$ cat src/rtl/uart_regs_pkg.sv
// Shared types and register-map constants for the banco_registros_uart peripheral.
// The optional overrun flag (macro OVERRUN_FLAG_EN) uses control bit BIT_OVERRUN.
package uart_regs_pkg;

   typedef enum logic [1:0] {
      IDLE  = 2'd0,
      START = 2'd1,
      DATA  = 2'd2,
      STOP  = 2'd3
   } tx_estado_t;

   localparam int unsigned BIT_SEND    = 0;
   localparam int unsigned BIT_NEW_RX  = 1;
   localparam int unsigned BIT_OVERRUN = 2;

   localparam logic ADDR_TX = 1'b0;
   localparam logic ADDR_RX = 1'b1;

   // Clock cycles per serial bit; integer division, caller guarantees the result is >= 2.
   function automatic int unsigned calc_cpb(input int unsigned frec, input int unsigned baud);
      return frec / baud;
   endfunction

endpackage

$ cat src/rtl/uart_tx.sv
// 8N1 serial transmitter: start bit, eight data bits LSB first, one stop bit, CPB cycles each.
// The shifter keeps its own copy of the byte so later TX-register writes leave a frame intact.
module uart_tx
   import uart_regs_pkg::*;
#(
   parameter int unsigned CPB = 4
) (
   input  logic       clk_i,
   input  logic       rst_i,
   input  logic       start_i,
   input  logic [7:0] dato_i,
   output logic       tx_o,
   output logic       busy_o,
   output logic       done_o
);

   localparam int unsigned CntW = $clog2(CPB);

   tx_estado_t      r_estado, w_estado_d;
   logic [CntW-1:0] r_cnt, w_cnt_d;
   logic [2:0]      r_idx, w_idx_d;
   logic [7:0]      r_shift, w_shift_d;
   logic            r_tx, w_tx_d;
   logic            w_fin_bit;
   logic            w_done;

   assign w_fin_bit = (r_cnt == CntW'(CPB - 1));

   always_comb begin
      w_estado_d = r_estado;
      w_cnt_d    = r_cnt;
      w_idx_d    = r_idx;
      w_shift_d  = r_shift;
      w_tx_d     = r_tx;
      w_done     = 1'b0;
      unique case (r_estado)
         IDLE: begin
            w_tx_d = 1'b1;
            if (start_i) begin
               w_estado_d = START;
               w_shift_d  = dato_i;
               w_cnt_d    = '0;
               w_tx_d     = 1'b0;
            end
         end
         START: begin
            if (w_fin_bit) begin
               w_estado_d = DATA;
               w_cnt_d    = '0;
               w_idx_d    = '0;
               w_tx_d     = r_shift[0];
            end else begin
               w_cnt_d = r_cnt + 1'b1;
            end
         end
         DATA: begin
            if (w_fin_bit) begin
               w_cnt_d = '0;
               if (r_idx == 3'd7) begin
                  w_estado_d = STOP;
                  w_tx_d     = 1'b1;
               end else begin
                  w_idx_d = r_idx + 1'b1;
                  w_tx_d  = r_shift[w_idx_d];
               end
            end else begin
               w_cnt_d = r_cnt + 1'b1;
            end
         end
         STOP: begin
            if (w_fin_bit) begin
               // Combinational so the top clears send on the very edge the frame ends.
               w_done     = 1'b1;
               w_estado_d = IDLE;
               w_cnt_d    = '0;
               w_tx_d     = 1'b1;
            end else begin
               w_cnt_d = r_cnt + 1'b1;
            end
         end
         default: begin
            w_estado_d = IDLE;
            w_tx_d     = 1'b1;
         end
      endcase
   end

   always_ff @(posedge clk_i) begin
      if (!rst_i) begin
         r_estado <= IDLE;
         r_cnt    <= '0;
         r_idx    <= '0;
         r_shift  <= '0;
         r_tx     <= 1'b1;
      end else begin
         r_estado <= w_estado_d;
         r_cnt    <= w_cnt_d;
         r_idx    <= w_idx_d;
         r_shift  <= w_shift_d;
         r_tx     <= w_tx_d;
      end
   end

   assign tx_o   = r_tx;
   assign busy_o = (r_estado != IDLE);
   assign done_o = w_done;

endmodule

$ cat src/rtl/banco_registros_uart.sv
// Register-mapped UART: control/TX/RX registers on the wr/reg_sel/addr bus plus an 8N1 transmitter.
// Define OVERRUN_FLAG_EN to add the sticky overrun flag at control bit 2.
module banco_registros_uart
   import uart_regs_pkg::*;
#(
   parameter int unsigned CLK_FREQ = 100_000_000,
   parameter int unsigned BAUD     = 9600
) (
   input  logic        clk_i,
   input  logic        rst_i,
   input  logic        wr_i,
   input  logic        reg_sel_i,
   input  logic        addr_i,
   input  logic [31:0] data_i,
   output logic [31:0] mux_o,
   output logic        tx_o,
   input  logic [7:0]  rx_data_i,
   input  logic        rx_valid_i
);

   localparam int unsigned CPB = calc_cpb(CLK_FREQ, BAUD);

   logic        r_send;
   logic        r_new_rx;
   logic [7:0]  r_tx_data;
   logic [7:0]  r_rx_data;
   logic        w_wr_ctrl;
   logic        w_wr_tx;
   logic        w_start;
   logic        w_busy;
   logic        w_done;
   logic [31:0] w_ctrl;
   logic        w_unused_data;

   assign w_wr_ctrl     = wr_i & ~reg_sel_i;
   assign w_wr_tx       = wr_i & reg_sel_i & (addr_i == ADDR_TX);
   // A send that lands on the frame's final edge still sees busy and is dropped.
   assign w_start       = w_wr_ctrl & data_i[BIT_SEND] & ~w_busy;
   assign w_unused_data = ^data_i[31:2];

   always_ff @(posedge clk_i) begin
      if (!rst_i) begin
         r_send    <= 1'b0;
         r_new_rx  <= 1'b0;
         r_tx_data <= '0;
         r_rx_data <= '0;
      end else begin
         if (w_start) begin
            r_send <= 1'b1;
         end else if (w_done) begin
            r_send <= 1'b0;
         end
         if (rx_valid_i) begin
            r_new_rx  <= 1'b1;
            r_rx_data <= rx_data_i;
         end else if (w_wr_ctrl && !data_i[BIT_NEW_RX]) begin
            r_new_rx <= 1'b0;
         end
         if (w_wr_tx) begin
            r_tx_data <= data_i[7:0];
         end
      end
   end

`ifdef OVERRUN_FLAG_EN
   logic r_overrun;

   always_ff @(posedge clk_i) begin
      if (!rst_i) begin
         r_overrun <= 1'b0;
      end else if (rx_valid_i && r_new_rx) begin
         r_overrun <= 1'b1;
      end else if (w_wr_ctrl && !data_i[BIT_OVERRUN]) begin
         r_overrun <= 1'b0;
      end
   end
`endif

   always_comb begin
      w_ctrl             = '0;
      w_ctrl[BIT_SEND]   = r_send;
      w_ctrl[BIT_NEW_RX] = r_new_rx;
`ifdef OVERRUN_FLAG_EN
      w_ctrl[BIT_OVERRUN] = r_overrun;
`endif
      if (!reg_sel_i) begin
         mux_o = w_ctrl;
      end else if (addr_i == ADDR_RX) begin
         mux_o = {24'd0, r_rx_data};
      end else begin
         mux_o = {24'd0, r_tx_data};
      end
   end

   uart_tx #(
      .CPB(CPB)
   ) u_uart_tx (
      .clk_i  (clk_i),
      .rst_i  (rst_i),
      .start_i(w_start),
      .dato_i (r_tx_data),
      .tx_o   (tx_o),
      .busy_o (w_busy),
      .done_o (w_done)
   );

endmodule

$ cat config.mk
export PLATFORM = sky130hd
export DESIGN_NAME = banco_registros_uart
export DESIGN_NICKNAME = d
export VERILOG_FILES = /design/src/rtl/uart_regs_pkg.sv /design/src/rtl/uart_tx.sv /design/src/rtl/banco_registros_uart.sv
export SDC_FILE = /design/constraint.sdc
export NUM_CORES = 1
export LEC_CHECK = 0
export BUFFER_PORTS_ARGS = -buffer_cell sky130_fd_sc_hd__buf_2
export CORE_ASPECT_RATIO = 0.6
export CORE_UTILIZATION = 33
export CTS_BUF_LIST = sky130_fd_sc_hd__clkbuf_8 sky130_fd_sc_hd__clkbuf_16
export CTS_CLUSTER_SIZE = 28
export DETAILED_ROUTE_END_ITERATION = 12
export PLACE_DENSITY_LB_ADDON = 0.2
export RECOVER_POWER = 100
export SLEW_MARGIN = 40
export SYNTH_ARGS = -nofsm -noshare
export SYNTH_HDL_FRONTEND = slang
export SYNTH_SLANG_ARGS = --single-unit
$ cat constraint.sdc
create_clock -name clk_i -period 5.8 [get_ports clk_i]
set_clock_uncertainty 0.15 [all_clocks]
set_input_delay 1.16 -clock clk_i [delete_from_list [all_inputs] [get_ports clk_i]]
set_output_delay 1.16 -clock clk_i [all_outputs]
set_load 0.01 [all_outputs]
# After elaboration in Yosys (flattened, before gate mapping)
# Cells that the tools add are included.
dict set report op_classes {
  n_reduce_logical 12
  n_shift 0
  eq_ne 11
  mul 0
  div 0
  n_mux 29
  n_bitwise 8
  n_addsub 2
  order_cmp 1
}
# cell count
set ops {}
lappend ops {{2-to-1 mux 14 bit} 2}
lappend ops {{one-hot mux 14 bit (2 select lines)} 1}
lappend ops {{2-to-1 mux 8 bit} 2}
lappend ops {{adder 14 x 1 -> 14 bit, second input constant} 1}
lappend ops {{equality test 14 bit, second input constant} 1}
lappend ops {{2-to-1 mux 1 bit} 12}
lappend ops {{2-to-1 mux 2 bit} 5}
lappend ops {{!= test 2 x 1 -> 1 bit, second input constant} 5}
lappend ops {{2-to-1 mux 3 bit} 3}
lappend ops {{one-hot mux 2 bit (4 select lines)} 1}
lappend ops {{nonzero test 2 bit} 4}
lappend ops {{one-hot mux 3 bit (2 select lines)} 1}
lappend ops {{bitwise AND 1 bit} 5}
lappend ops {{AND reduction 5 bit} 1}
lappend ops {{equality test 2 bit, second input constant} 2}
lappend ops {{< comparator 3 x 4 -> 1 bit, second input constant} 1}
lappend ops {{one-hot mux 1 bit (4 select lines)} 1}
lappend ops {{AND reduction 4 bit} 1}
lappend ops {{adder 3 x 1 -> 3 bit, second input constant} 1}
lappend ops {{binary-select mux 1 bit (select 3 bit)} 1}
lappend ops {{equality test 3 bit, second input constant} 1}
lappend ops {{NOT 1 bit} 3}
lappend ops {{AND reduction 3 bit} 1}
lappend ops {{OR reduction 3 bit} 1}
lappend ops {{6 further kinds} 6}
dict set report word_totals {
  regBits 46
  latch_bits 0
  mem_bits_rw 0
  mem_count 0
  romBits 0
}

# Logic depth before layout (Yosys ltp)
# Gate-level depths: netlist (run 1).
dict set report depth {
  depth_word 6
  depth_mapped 7
  ltp_nobuf 7
}

# Modules after synthesis
# A second synthesis (run 1) with hierarchy kept.
dict set report unflattened {
  cells_unflattened 300
  hier_area_um2 2577.5
}
# module n_inst seq_area_each_um2 cells_each area_each_um2
set modules_own_cells {}
lappend modules_own_cells {uart_tx 1 560.5 185 1531.5}
lappend modules_own_cells {banco_registros_uart 1 360.3 115 1046.0}

# Worst setup path before layout (run 1)
# OpenSTA, ideal clock, no wires.
dict set report synth_timing {
  kind {input-to-output}
  startpoint {input port addr_i}
  endpoint {output port mux_o[0]}
  path_slack_ns 2.791
  path_stages 3
  t_arrival_ns 1.699
  path_buffers 1
  required_time_ns 4.490
  path_cell_list {buf_2 -> mux2i_1 -> a21oi_1}
}
dict set report synth_between {
  elab_chain_cells 2
}
# element line_no
set synth_lines {}
lappend synth_lines {{start, declared} banco_registros_uart.sv:13} ;# input logic addr_i,
lappend synth_lines {{2-to-1 mux 8 bit} banco_registros_uart.sv:88} ;# end else if (addr_i == ADDR_RX) begin
lappend synth_lines {{2-to-1 mux 8 bit} banco_registros_uart.sv:86} ;# if (!reg_sel_i) begin
lappend synth_lines {{end, declared} banco_registros_uart.sv:15} ;# output logic [31:0] mux_o,
# No other way between the ends.

# Final worst setup path (run 1)
dict set report layout_timing {
  startpoint {input port reg_sel_i}
  endpoint {output port mux_o[1]}
}
dict set report layout_between {
  elab_chain_cells 1
}
# element line_no
set layout_lines {}
lappend layout_lines {{start, declared} banco_registros_uart.sv:12} ;# input logic reg_sel_i,
lappend layout_lines {{2-to-1 mux 8 bit} banco_registros_uart.sv:86}
# No other way between the ends.

==> results_dict.tcl, run 1 <==
set metrics [dict create \
    cts-root-buf "clkbuf_16" \
    final_hold_viol_count 0 \
    cp-end-kind "primary output" \
    ys_seq_elements 46 \
    async_flop_share_pct 0 \
    num_rows 24 \
    overflow 0 \
    ys_types 43 \
    place_area_sq_um 2660 \
    hold_path.class "reg2reg" \
    p_sw_share_pct 26.8 \
    whs_ps 319 \
    final_max_slew_viol_count 0 \
    place_congestion 0.706 \
    n_antenna_cell 0 \
    required_ps 4490 \
    drt_iter0_markers 47 \
    cts_tree "done" \
    cts_made_buffers 5 \
    avgViaCountPerCell 4.30 \
    finalPower_uw 889 \
    drtAntennaViolNets 0 \
    drc 0 \
    drt_wl_total_um 4930 \
    cpPeakStageDelay_ps 420 \
    finalSetupTns_ps 0 \
    ir_drop_mv 0.142 \
    final-setup-viol-count 0 \
    cp_data_arrival_time_ps 1980 \
    ys_seq_area_share_pct 36.7 \
    dieWidth_um 115 \
    port_buffers 30 \
    power.density_nw_per_um2 313 \
    vias 1745 \
    synth.cell_area_sq_um 2510 \
    ys.flop_type "dfxtp_1" \
    ctsResizeCount 0 \
    drive_gt1_share_pct 11.9 \
    clk_latency_ps 290 \
    worst-path-buf-inv 2 \
    antenna_found_initial 0 \
    grt_max_degree 36 \
    p_switching_uw 238 \
    initial_utilization_pct 34.3 \
    maxCapViolCount 0 \
    synthCells 274 \
    worstSetupPathType "in2out" \
    cts_sinks 46 \
    clockBufferDepth 2 \
    clkPwrFrac_pct 43.0 \
    stdcell_area_sq_um 2840 \
    max_freq_mhz 304 \
    grt_pass1_wl_um 8400 \
    synth_area_per_cell_sq_um 9.17 \
    dr.pass1.iters 4 \
    slowest_stage "clkbuf_1" \
    ys_warn_count 0 \
    htreeDepth 2 \
    crit_fanout 14 \
    fin_crit_sh_pct 56.7 \
    grt_setup_unrepaired "false" \
    wire_per_inst_um 12.1 \
    leakagePower_uw 0.00114 \
    r2r_setup_slack_ps 2900 \
    post_cts_buffers 0 \
    crit_top_cell "clkbuf_1" \
    final_common_cell "dfxtp_1" \
    grt_pass1_vias 1624 \
    core_sq_um 7330 \
    final_cell_mix "46 x dfxtp_1, 32 x mux2i_1, 30 x nor2b_1" \
    cp_top_family "buffers and inverters" \
    ios 79 \
    die-area_sq_um 7980 \
    path_clk_slew_ps 60 \
    p_int_uw 651 \
    nets 355 \
    outcome "finished, final reports clean" \
    hold_buffers 0 \
    crit_chain "clkbuf_1, nor2_1, a21oi_1, clkbuf_1" \
    worst_pin_slew_ps 1420 \
    start_kind "input port" \
    syn_to_final_growth_pct 13.2 \
    synth_edf_count 0 \
    die_h_um 69.6 \
    power.share.combinational_pct 18.3 \
    place.detailed.hpwl_um 3640 \
    slew_headroom_pct 4.13 \
    power.share.sequential_pct 38.7 \
    fin_crit_ps 3290 \
    gr-usage-all-layers_pct 14.0 \
]
tightest hold or removal path, delay by kind of cell (launching register included):
family | cells | cell delay [ps]
compound gates | 1 | 60
flops | 1 | 310
simple gates | 1 | 40
cell families (layout without fill, tap and decap cells):
group | Yosys count | in the layout | synth area share (%)
compound gates | 25 | 25 | 8.02
xor+xnor | 12 | 12 | 4.18
buf+inv | 38 | 43 | 9.51
simple gates | 112 | 112 | 24.8
flops | 46 | 46 | 36.7
fa+ha+maj | 8 | 8 | 3.98
other cells | 1 | 24 | 0.149
mux | 32 | 32 | 12.7
cells in the mapped netlist, types with 2 or more instances:
cell type	number	area, sq um
clkbuf_1	6	22.5
dfxtp_1	46	921
buf_2	2	10.0
nor2b_1	30	188
nand2_1	27	101
mux2i_1	32	320
nor4_1	3	18.8
inv_1	5	18.8
nand3b_1	2	15.0
buf_4	25	188
and3_1	2	12.5
xor2_1	5	43.8
nor2_1	23	86.3
a21oi_1	4	20.0
xnor2_1	7	61.3
nand3_1	3	15.0
ha_1	8	100
and2_1	2	12.5
a21boi_0	9	67.6
nand4_1	3	18.8
nor3_1	4	20.0
nand2b_1	5	31.3
worst paths after layout:
| kind | start | to | cells after the start |
|---|---|---|---|
| setup reg to reg | u_uart_tx.r_cnt[11] | u_uart_tx.r_cnt[10] | 5 |
| hold / removal | u_uart_tx.r_shift[6] | u_uart_tx.r_shift[6] | 2 |
| hold reg to reg | u_uart_tx.r_shift[6] | u_uart_tx.r_shift[6] | 2 |
| setup / recovery | reg_sel_i | mux_o[1] | 4 |
per-stage QoR:
stage	utilization, %	setup WS, ps	cells
after floorplan	-	2790	297
after global placement	36.3	2610	398
after detailed placement	36.3	2620	398
after CTS	39.1	2610	406
after global routing	38.8	2230	406
final	38.8	2510	406
state kept, by name, summed over array words and instances, names as in the netlist:
signal,flops
r_new_rx,1
r_rx_data,8
r_send,1
u_uart_tx.r_idx,3
r_tx_data,8
u_uart_tx.r_shift,8
u_uart_tx.r_estado,2
u_uart_tx.r_cnt,14
u_uart_tx.tx_o,1
routing by layer:
layer / GRT usage (%) / up-vias / part of all wire [%]
li1: - / 933 / -
met1: 21.7 / 770 / 59
met2: 17.2 / 38 / 35
met3: 5.42 / 4 / 4.6
met4: 4.33 / 0 / 1.2
met5: 0 / - / 0
cell type report:
cell class | instances | area [sq um]
clock buffers | 6 | 139
clock inverters | 2 | 60.1
fillers | 781 | 4480
inverters | 5 | 18.8
multi-input cells | 213 | 1440
flip-flops and latches | 46 | 921
well taps | 104 | 130
repair buffers | 30 | 136
power groups by stage:
stage          clock network (uW)  logic (uW)  registers (uW)
5_1_grt                       408         186             347
3_5_place_dp                    0         167             351
2_1_floorplan                   0         136             349
6_report                      382         162             344
3_3_place_gp                    0         162             351
4_1_cts                       389         167             344
Note: power is estimated with default switching activity, not from simulation.
==> run 2: changes to the inputs <==
Clock period 5.8 ns to 3.2 ns, I/O delays scaled along.
==> run 2 against run 1 <==
Against the previous run: final cell count up 0.25%; sequential power is 81% higher; global-route usage decreased by 0.99 points; sequential share of layout area rose by 0.37 points; flip-flop and latch count stayed put; die area stayed put; setup slack worse by 1800 ps; non-clock buffer count increased by 2; core utilization shrank 0.44 points.
==> results_dict.tcl, run 2 (synthesis results as in run 1) <==
set metrics [dict create \
    multi_input_area_sq_um 1420 \
    cts_sinks 46 \
    antenna_found_initial 0 \
    cts_made_buffers 5 \
    fin_crit_ps 2500 \
    ios 79 \
    wire_per_inst_um 11.6 \
    required_ps 3250 \
    die-area_sq_um 7980 \
    hold_buffers 0 \
    leakagePower_uw 0.00113 \
    final_common_cell "dfxtp_1" \
    seq_area_sq_um 921 \
    dr.pass1.iters 5 \
    place.detailed.hpwl_um 3530 \
    clk_latency_ps 280 \
    drt_wl_total_um 4700 \
    stdcell_area_sq_um 2810 \
    slew_headroom_pct 13.9 \
    maxCapViolCount 0 \
    initial_utilization_pct 34.3 \
    grt_pass1_wl_um 8100 \
    cts-root-buf "clkbuf_16" \
    crit_fanout 35 \
    cp_data_arrival_time_ps 2560 \
    fin_crit_sh_pct 78.2 \
    drc 0 \
    pre_cts_slack_ps 673 \
    vias 1720 \
    final-setup-viol-count 0 \
    grt_max_degree 36 \
    finalSetupTns_ps 0 \
    die_h_um 69.6 \
    worst_pin_slew_ps 1290 \
    drtAntennaViolNets 0 \
    final_cell_mix "46 x dfxtp_1, 32 x mux2i_1, 30 x nor2b_1" \
    start_kind "input port" \
    num_rows 24 \
    place_area_sq_um 2680 \
    cts_tree "done" \
    syn_to_final_growth_pct 11.9 \
    top_register "u_uart_tx.r_cnt" \
    grt_pass1_vias 1621 \
    layout_setup_ws_ps 698 \
    final_hold_viol_count 0 \
    cp-end-kind "register" \
    dieWidth_um 115 \
    max_freq_mhz 400 \
    final_max_slew_viol_count 0 \
    worstSetupPathType "in2reg" \
    nets 357 \
    largest_register_ffs 14 \
    core_sq_um 7330 \
    avgViaCountPerCell 4.23 \
    grt_setup_unrepaired "false" \
    n_antenna_cell 0 \
    overflow 0 \
    power.density_nw_per_um2 538 \
    clockBufferDepth 2 \
    drt_iter0_markers 80 \
    path_clk_slew_ps 60 \
    hold_path.class "reg2reg" \
    nFillCells 764 \
    place_congestion 0.703 \
    gr-usage-all-layers_pct 13.0 \
    outcome "finished, final reports clean" \
    drive_gt1_share_pct 11.6 \
    ir_drop_mv 0.287 \
    port_buffers 30 \
    ctsResizeCount 0 \
    post_cts_buffers 0 \
    htreeDepth 2 \
]
-- run 2: cell count changes in the layout (fill, tap and decap cells not counted), sizes merged --
cell	before	now
buf	19	21
bufinv	2	1
-- run 2: final cells by class --
type                            count  area share [%]
Multi-Input combinational cell    213            50.6
Sequential cell                    46            32.8
Timing Repair Buffer               32            5.30
Clock buffer                        6            4.94
Tap cell                          104            4.63
Clock inverter                      1            1.07
Inverter                            5           0.668
-- run 2: worst max-delay path, stage by stage --
cell,delay [ps]
buf_2,70
clkbuf_1,930
o21ai_1,650
nor2_1,240
-- run 2: final timing paths --
kind	start	to	slack, ps	cells past startpoint
max reg2reg	u_uart_tx.r_cnt[8]	u_uart_tx.r_cnt[0]	720	5
min	u_uart_tx.r_shift[6]	u_uart_tx.r_shift[6]	320	2
max	rst_i	u_uart_tx.r_cnt[0]	700	4
min reg2reg	u_uart_tx.r_shift[6]	u_uart_tx.r_shift[6]	320	2
-- run 2: through the flow --
stage	cells	util (%)	hold slack, ps	total power, uW
CTS	407	38.8	319	1550
floorplan	297	-	293	879
detailed placement	400	36.5	310	946
global route	407	38.4	345	1610
finish	407	38.4	320	1510
global placement	400	36.5	301	940
-- run 2: report_power, final --
part	total (uW)	switching, uW	internal (uW)
Combinational	297	179	118
Sequential	624	22.1	602
Clock	593	207	385
-- run 2: per-layer routing --
metal / vias up / global-route usage, % / part of all wire (%)
met4: 0 / 3.46 / 0.45
met5: - / 0 / 0
met3: 2 / 3.41 / 3.3
met1: 748 / 21.0 / 60
met2: 36 / 16.4 / 36
li1: 934 / - / -
==> run 3: changes to the inputs <==
Clock period 3.2 ns to 2.2 ns, I/O delays scaled along.
==> run 3 against run 2 <==
Against the previous run: first-iteration DRC count rose by 19%; largest power group unchanged; core utilization rose by 1.2 points; clock power rose by 47%; critical path type is now reg2reg; power rose by 47%; largest cell class unchanged; non-clock buffer count rose by 10; routed wire length rose by 2.1%; global-route usage rose by 0.40 points; final area rose by 3.1%; setup slack got worse by 600 ps; sequential share of layout area fell by 0.99 points.
==> results_dict.tcl, run 3 (synthesis results as in run 1) <==
set metrics [dict create \
    slew_headroom_pct 54.0 \
    grt_pass1_wl_um 8310 \
    dieWidth_um 115 \
    start_kind "register" \
    core_sq_um 7330 \
    leakagePower_uw 0.00117 \
    initial_utilization_pct 34.3 \
    final_max_slew_viol_count 0 \
    final_cell_mix "46 x dfxtp_1, 32 x mux2i_1, 30 x nor2b_1" \
    cts_made_buffers 5 \
    die_h_um 69.6 \
    ir_drop_mv 0.422 \
    antenna_found_initial 0 \
    grt_pass1_vias 1643 \
    required_ps 2200 \
    place_area_sq_um 2730 \
    gr-usage-all-layers_pct 13.4 \
    final_hold_viol_count 0 \
    final_common_cell "dfxtp_1" \
    final_util_pct 39.6 \
    top_register "u_uart_tx.r_cnt" \
    fin_crit_ps 2100 \
    cts_sinks 46 \
    drt_wl_total_um 4800 \
    cts-root-buf "clkbuf_16" \
    nets 367 \
    worstSetupPathType "reg2reg" \
    ios 79 \
    finalPower_uw 2230 \
    wire_per_inst_um 11.5 \
    worst_pin_slew_ps 690 \
    hold_path.class "in2reg" \
    path_clk_slew_ps 60 \
    stdcell_area_sq_um 2900 \
    vias 1804 \
    drive_gt1_share_pct 14.4 \
    drt_iter0_markers 95 \
    hold_buffers 0 \
    clk_latency_ps 280 \
    crit_fanout 5 \
    n_antenna_cell 0 \
    drtAntennaViolNets 0 \
    overflow 0 \
    max_freq_mhz 475 \
    power.density_nw_per_um2 768 \
    avgViaCountPerCell 4.33 \
    outcome "finished, final reports clean" \
    placed_cells 408 \
    place_congestion 0.730 \
    finalSetupTns_ps 0 \
    syn_to_final_growth_pct 15.4 \
    largest_register_ffs 14 \
    cts_tree "done" \
    fin_crit_sh_pct 95.6 \
    drc 0 \
    cp_data_arrival_time_ps 2100 \
    final_cells 417 \
    grt_max_degree 25 \
    num_rows 24 \
    cp-end-kind "register" \
    htreeDepth 2 \
    maxCapViolCount 0 \
    clockBufferDepth 2 \
    port_buffers 30 \
    die-area_sq_um 7980 \
    place.detailed.hpwl_um 3570 \
    nFillCells 775 \
    grt_setup_unrepaired "false" \
    final-setup-viol-count 0 \
    dr.pass1.iters 4 \
]
## run 3: area by class of cell
class	count	area, sq um	area share [%]
clock buffer	6	139	4.79
inverter	5	18.8	0.647
sequential	46	921	31.8
multi-input combinational	213	1440	49.7
timing repair buffer	42	219	7.55
tap	104	130	4.49
clock inverter	1	30.0	1.04
## run 3: path summary, 6_finish.rpt
kind | endpoint | from | slack, ps | cells after the start
max | u_uart_tx.tx_o | u_uart_tx.r_idx[0] | 100 | 7
min reg2reg | u_uart_tx.r_shift[6] | u_uart_tx.r_shift[6] | 320 | 2
max reg2reg | u_uart_tx.tx_o | u_uart_tx.r_idx[0] | 100 | 7
min | r_rx_data[5] | rx_data_i[5] | 260 | 3
## run 3: per-layer routing
metal / share of wire [%] / wire (um) / up-vias / global-route usage (%)
li1: - / - / 963 / -
met1: 60 / 2900 / 804 / 21.7
met2: 36 / 1740 / 33 / 16.5
met3: 2.4 / 117 / 4 / 3.41
met4: 0.81 / 39 / 0 / 4.33
met5: 0 / 0 / - / 0
## run 3: worst max-delay path: stages (launching register included)
cell       delay [ps]
dfxtp_1           310
ha_1              230
ha_4              290
nand2b_1           90
o22ai_1            70
o41a_1            320
a2111oi_1         360
o211ai_1          140
## run 3: per-stage QoR
step,setup WS (ps),hold WS (ps)
floorplan,167,293
global placement,34.5,307
detailed placement,28.8,312
CTS,17.9,256
global route,14.3,266
finish,96.3,258
## run 3: power by group
| part | switching (uW) | internal [uW] |
|---|---|---|
| clock network | 308 | 561 |
| logic | 271 | 181 |
| registers | 30.9 | 875 |
| total | 611 | 1620 |
## run 3: timing repair
action / 4_1_cts / 5_1_grt
buffers inserted: 0 / 2
endpoints found under the setup margin: 0 / 16
resized for setup: 0 / 3
